--- src/rtl/umi_pkg.sv ---
// Shared UMI definitions: opcodes, packet field offsets and endpoint FSM state encoding.
package umi_pkg;

  localparam logic [7:0] OP_READ    = 8'h01;
  localparam logic [7:0] OP_WRITE   = 8'h02;
  localparam logic [7:0] OP_POSTED  = 8'h03;
  localparam logic [7:0] OP_RESP_RD = 8'h81;
  localparam logic [7:0] OP_RESP_WR = 8'h82;
  localparam logic [7:0] OP_ERR     = 8'hFF;

  localparam int OPC_LSB  = 0;
  localparam int SIZE_LSB = 8;
  localparam int DST_LSB  = 32;
  localparam int SRC_LSB  = 96;
  localparam int DATA_LSB = 160;

  typedef enum logic [1:0] {
    ST_IDLE   = 2'd0,
    ST_ACCESS = 2'd1,
    ST_RESP   = 2'd2
  } state_t;

  function automatic logic op_known(input logic [7:0] op);
    return (op == OP_READ) || (op == OP_WRITE) || (op == OP_POSTED);
  endfunction

endpackage

--- src/rtl/umi_endpoint.sv ---
// UMI responder: one request -> one local register access -> one response packet.
// Define UMI_ENDPOINT_ERR_EN to answer unknown opcodes and timeouts with ERR packets.
module umi_endpoint
  import umi_pkg::*;
#(
  parameter int UW      = 256,
  parameter int AW      = 64,
  parameter int DW      = 64,
  parameter int TIMEOUT = 255
) (
  input  logic          clk,
  input  logic          nreset,
  input  logic          udev_req_valid,
  input  logic [UW-1:0] udev_req_packet,
  output logic          udev_req_ready,
  output logic          udev_resp_valid,
  output logic [UW-1:0] udev_resp_packet,
  input  logic          udev_resp_ready,
  output logic [AW-1:0] loc_addr,
  output logic          loc_read,
  output logic          loc_write,
  output logic [DW-1:0] loc_wrdata,
  input  logic [DW-1:0] loc_rddata,
  input  logic          loc_ready
);

`ifdef UMI_ENDPOINT_ERR_EN
  localparam bit ERR_EN = 1'b1;
`else
  localparam bit ERR_EN = 1'b0;
`endif
  localparam logic [7:0] TO_LAST = 8'(TIMEOUT - 1);

  state_t        state, state_nxt;
  logic [7:0]    req_op, req_size, to_cnt, in_op;
  logic [63:0]   req_dst, req_src;
  logic          accept, known, acc_done, timed_out, resp_hs, load_resp;
  logic [7:0]    resp_op, resp_size;
  logic [63:0]   resp_dst, resp_src;
  logic [DW-1:0] resp_data;
  logic          unused_pkt;

  function automatic logic [UW-1:0] format_resp(input logic [7:0] op, input logic [7:0] size,
                                                input logic [63:0] dst, input logic [63:0] src,
                                                input logic [DW-1:0] data);
    logic [UW-1:0] pkt;
    pkt = '0;
    pkt[OPC_LSB +: 8]   = op;
    pkt[SIZE_LSB +: 8]  = size;
    pkt[DST_LSB +: 64]  = dst;
    pkt[SRC_LSB +: 64]  = src;
    pkt[DATA_LSB +: DW] = data;
    return pkt;
  endfunction

  assign in_op      = udev_req_packet[OPC_LSB +: 8];
  assign known      = op_known(in_op);
  assign accept     = udev_req_valid & udev_req_ready;
  assign timed_out  = (state == ST_ACCESS) && !loc_ready && (to_cnt == TO_LAST);
  assign acc_done   = (state == ST_ACCESS) && (loc_ready || (to_cnt == TO_LAST));
  assign resp_hs    = (state == ST_RESP) && udev_resp_ready;
  assign unused_pkt = ^udev_req_packet;

  // Response addresses are swapped relative to the request
  always_comb begin
    state_nxt = state;
    load_resp = 1'b0;
    resp_op   = OP_ERR;
    resp_size = req_size;
    resp_dst  = req_src;
    resp_src  = req_dst;
    resp_data = '0;
    case (state)
      ST_IDLE: begin
        if (accept) begin
          if (known) begin
            state_nxt = ST_ACCESS;
          end else if (ERR_EN) begin
            state_nxt = ST_RESP;
            load_resp = 1'b1;
            resp_size = udev_req_packet[SIZE_LSB +: 8];
            resp_dst  = udev_req_packet[SRC_LSB +: 64];
            resp_src  = udev_req_packet[DST_LSB +: 64];
          end
        end
      end
      ST_ACCESS: begin
        if (acc_done) begin
          if (req_op == OP_POSTED) begin
            state_nxt = ST_IDLE;
          end else begin
            state_nxt = ST_RESP;
            load_resp = 1'b1;
            if (timed_out && ERR_EN) begin
              resp_op = OP_ERR;
            end else if (req_op == OP_READ) begin
              resp_op   = OP_RESP_RD;
              resp_data = timed_out ? '0 : loc_rddata;
            end else begin
              resp_op = OP_RESP_WR;
            end
          end
        end
      end
      ST_RESP: begin
        if (udev_resp_ready) state_nxt = ST_IDLE;
      end
      default: state_nxt = ST_IDLE;
    endcase
  end

  always_ff @(posedge clk or negedge nreset) begin
    if (!nreset) state <= ST_IDLE;
    else         state <= state_nxt;
  end

  // Ready re-arms directly on the response handshake; otherwise one cycle after reaching IDLE
  always_ff @(posedge clk or negedge nreset) begin
    if (!nreset) begin
      udev_req_ready   <= 1'b0;
      udev_resp_valid  <= 1'b0;
      udev_resp_packet <= '0;
      loc_addr         <= '0;
      loc_read         <= 1'b0;
      loc_write        <= 1'b0;
      loc_wrdata       <= '0;
      req_op           <= '0;
      req_size         <= '0;
      req_dst          <= '0;
      req_src          <= '0;
      to_cnt           <= '0;
    end else begin
      udev_req_ready  <= ((state == ST_IDLE) && !accept) || resp_hs;
      udev_resp_valid <= (state_nxt == ST_RESP);
      if (load_resp)
        udev_resp_packet <= format_resp(resp_op, resp_size, resp_dst, resp_src, resp_data);
      if (accept) begin
        req_op   <= in_op;
        req_size <= udev_req_packet[SIZE_LSB +: 8];
        req_dst  <= udev_req_packet[DST_LSB +: 64];
        req_src  <= udev_req_packet[SRC_LSB +: 64];
        to_cnt   <= '0;
        if (known) begin
          loc_addr   <= udev_req_packet[DST_LSB +: AW];
          loc_read   <= (in_op == OP_READ);
          loc_write  <= (in_op != OP_READ);
          loc_wrdata <= (in_op == OP_READ) ? '0 : udev_req_packet[DATA_LSB +: DW];
        end
      end else if (state == ST_ACCESS) begin
        if (acc_done) begin
          loc_read  <= 1'b0;
          loc_write <= 1'b0;
        end else begin
          to_cnt <= to_cnt + 8'd1;
        end
      end
    end
  end

endmodule

--- config.mk ---
export PLATFORM = sky130hd
export DESIGN_NAME = umi_endpoint
export DESIGN_NICKNAME = d
export VERILOG_FILES = /design/src/rtl/umi_pkg.sv /design/src/rtl/umi_endpoint.sv
export SDC_FILE = /design/constraint.sdc
export NUM_CORES = 1
export LEC_CHECK = 0
export ABC_AREA = 1
export ABC_CLOCK_PERIOD_IN_PS = 1700
export CAP_MARGIN = 20
export CORE_AREA = 2 2 281 283
export DETAILED_ROUTE_END_ITERATION = 12
export DIE_AREA = 0 0 283 285
export HOLD_SLACK_MARGIN = 0.15
export PLACE_DENSITY_LB_ADDON = 0.25
export SYNTH_ARGS = -nofsm -noshare
export SYNTH_HDL_FRONTEND = slang
export SYNTH_SLANG_ARGS = --single-unit
--- constraint.sdc ---
create_clock -name clk -period 1.7 [get_ports clk]
set_input_delay 0.255 -clock clk [delete_from_list [all_inputs] [get_ports clk]]
set_output_delay 0.255 -clock clk [all_outputs]
set_load 0.005 [all_outputs]
==> reports/summary.txt <==
CTS clk-pin slew, worst paths -> 60 ps
Mapped Area -> 0.0196 mm^2
drt wl/cell -> 17.5 um
max-slew violation count -> 0
endpoints failing hold -> 0
Synth area leader -> dfrtp_1
slowest stage delay, CP -> 400 ps
EDFF count, synth -> 0
xor/xnor share of the synthesized area -> 0.134%
post-synthesis simple-gate area fraction -> 21.7%
Clock Path Buffers -> 3
Die W -> 283 um
routed vias -> 16700
number of antenna violations at the first check in global routing -> 6
CP max stage cell -> dfrtp_1
most frequent CP cell -> nand2_4
global-route wire length before repair -> 104 mm
Die Y -> 285 um
CTS tree -> done
final cell count without fillers -> 4031
largest net degree at the start of global routing -> 88
Post-DRT Antenna Nets -> 0
YS warnings -> 0
worst slack at placement -> -502 ps
worst hold path type -> input port to register
outcome -> finished, violations left
multiplexer share of the synthesized area -> 0%
placeable core area -> 0.0780 mm^2
area delta synth->final -> 59.8%
Avg Inst Size Synth -> 8.92 um^2
vias per cell -> 4.15
#FFs+latches synth -> 490
drt pass-1 iters -> 5
critical path launch point -> to_cnt[0]
Port Buf Inserts -> 616
DRT iter0 DRCs -> 874
Hold Slack -> 197 ps
CP startpoint kind -> register
ys flop type -> dfrtp_1
root buf cell -> clkbuf_16
clock sinks -> 490
Synth area leaders -> dfrtp_1 (62%), nand2_1 (16%), o21ai_0 (5.3%)
layout cell share with drive strength beyond 1 -> 14.8%
# fillers -> 7782
crit-path max FO -> 9
total die area -> 0.0807 mm^2
Setup CP Type -> register to register
Req. time, crit path -> 2200 ps
Max Fclk -> 0.574 GHz
Clock Skews -> 36.5 ps
VDD IR max -> 0.729 mV
hold path start -> udev_req_packet[170]
FP Rows -> 103
CP endpoint kind -> register
WP data arrival -> 2240 ps
drt drc -> 0
count of cell types in the netlist -> 24
static leakage -> 16.6 nW
Final min period -> 1740 ps
Synth Instances -> 2201
IO Pins -> 713
gr usage total -> 16.5%
Final TNS setup -> -1110 ps
Post-Place Cell Area -> 0.0276 mm^2
RSZ-0062 raised after global routing -> true
post-route cell area -> 0.0314 mm^2
placed cells -> 3836
Pwr Total -> 30.8 mW
compound-cell area share of the yosys netlist -> 7.24%
area share of the largest cell type after synthesis -> 62.5%
GP Congestion -> 0.814
DRT Wirelength -> 70.5 mm
Post-Synth Adder-Cell Area -> 0.128%
number of H-tree levels -> 2
final setup violation count -> 67
critical path, cell by cell -> inv_2 > ha_4 > inv_4 > nor2_4 > nand2_4 > nand2_4 > nand3_4 > buf_12 > buf_16 > clkbuf_16 > nand2_1 > o21ai_1
grt ovf -> 0
Util after Layout -> 40.2%
post-route clock period utilization -> 102%
violated checks -> setup timing
largest family of logic cells by synthesized area -> simple AND/OR/NAND/NOR gates
fin nets -> 3262
Final WS setup -> -41.2 ps
DP HPWL -> 46.3 mm
Max transition margin -> 40.6%
sequential fraction of the synthesis area -> 62.5%
clk_lat worst skew -> 620 ps
worst-margin pin slew -> 888 ps
max_cap viols -> 0
vias in the first global route -> 17000
initial core utilization -> 25.2%
asr flop ratio synth -> 100%
CTS buffer count -> 57
Reg2Reg Launch Point -> to_cnt[0]
pwr dens -> 982 mW/mm^2
cells by family after synthesis:
family,after synthesis
AND/OR/NAND/NOR,1077
flip-flops,490
buffers and inverters,347
AO/OA/AOI/OAI,281
XOR/XNOR,3
adder cells (fa/ha/maj),2
other,1
cells in the final DEF (no fill, tap or decap), types with 2 or more instances in the layout:
| cell | synthesis | layout |
|---|---|---|
| nand2_1 | 841 | 760 |
| dfrtp_1 | 490 | 488 |
| dlygate4sd2_1 | 0 | 338 |
| clkdlybuf4s50_1 | 0 | 275 |
| o21ai_0 | 208 | 207 |
| inv_1 | 161 | 157 |
| nand3_1 | 150 | 108 |
| buf_4 | 58 | 76 |
| clkbuf_16 | 0 | 75 |
| nor2_1 | 78 | 74 |
| buf_12 | 0 | 51 |
| nand2_2 | 2 | 49 |
| conb_1 | 1 | 48 |
| nand3_2 | 0 | 41 |
| o21ai_1 | 71 | 40 |
| nand2_4 | 0 | 34 |
| o21ai_2 | 0 | 32 |
| dlygate4sd3_1 | 0 | 25 |
| buf_16 | 0 | 13 |
| clkbuf_8 | 0 | 12 |
| clkbuf_1 | 65 | 10 |
| clkinv_2 | 0 | 9 |
| buf_6 | 4 | 9 |
| buf_8 | 0 | 6 |
| clkinvlp_4 | 0 | 5 |
| bufinv_16 | 0 | 5 |
| inv_2 | 1 | 4 |
| nor2_4 | 1 | 4 |
| nand4_1 | 3 | 3 |
| xor2_1 | 3 | 3 |
| diode_2 | 0 | 2 |
| nand3_4 | 1 | 2 |
| inv_4 | 0 | 2 |
| nor2_2 | 1 | 2 |
| clkinv_4 | 0 | 2 |
| dfrtp_2 | 0 | 2 |
cells in the mapped netlist, types with 2 or more instances:
cell type	instances
nand2_1	841
dfrtp_1	490
o21ai_0	208
inv_1	161
nand3_1	150
nor2_1	78
o21ai_1	71
clkbuf_1	65
buf_4	58
buf_2	55
buf_6	4
nand4_1	3
xor2_1	3
buf_1	2
ha_1	2
nand2_2	2
critical path, delay by kind of cell, from the launching register on:
family	cells	cell delay [ps]
AND/OR/NAND/NOR	5	420
flip-flops	1	400
adder cells (fa/ha/maj)	1	130
buffers and inverters	5	620
AO/OA/AOI/OAI	1	60
worst paths after layout:
kind	endpoint	slack, ps	cells past startpoint
hold / removal	loc_wrdata[10]	200	3
max in group asynchronous	loc_addr[63]	150	3
setup / recovery	udev_resp_packet[79]	-40	12
min in group asynchronous	loc_wrdata[40]	250	3
hold reg to reg	udev_req_ready	450	1
setup reg to reg	udev_resp_packet[79]	-40	12
power by group:
group / total (mW) / switching, mW / internal (mW)
Clock: 12.6 / 5.15 / 7.45
Sequential: 13.7 / 0.713 / 13.0
Combinational: 4.48 / 2.17 / 2.31
Total: 30.8 / 8.04 / 22.8
sequential cells by signal, summed over array words and instances, names as in the netlist:
signal / cells
req_op: 8
req_src: 64
loc_read: 1
state: 2
loc_write: 1
udev_req_ready: 1
loc_addr: 64
udev_resp_valid: 1
to_cnt: 8
req_dst: 64
req_size: 8
udev_resp_packet: 204
loc_wrdata: 64
area by class of cell:
type	instances	area, um^2	area share, %
diodes	2	5.00	0.0160
clock buffers	79	1630	5.19
clock inverters	24	305	0.973
inverters	163	617	1.97
multi-input cells	1411	6670	21.3
flip-flops and latches	490	12300	39.1
well taps	1050	1310	4.19
repair buffers	812	8560	27.3
metal layers:
metal  up-vias  global-route usage, %  share of wire, %
met3        86                   4.94               7.1
met5         -                      0             0.055
li1       8274                      -                 -
met1      7880                   20.5                43
met2       487                   28.0                48
met4         6                   4.22               2.1
what timing repair did:
item                       4_1_cts  5_1_grt
setup endpoints to repair      543      213
setup buffers                   34        5
gates cloned                    13       24
gates resized for setup        403      187
hold buffers                    25        0
hold endpoints to repair       513        0
pin swaps                       18       35
Note: power is estimated with default switching activity, not from simulation.
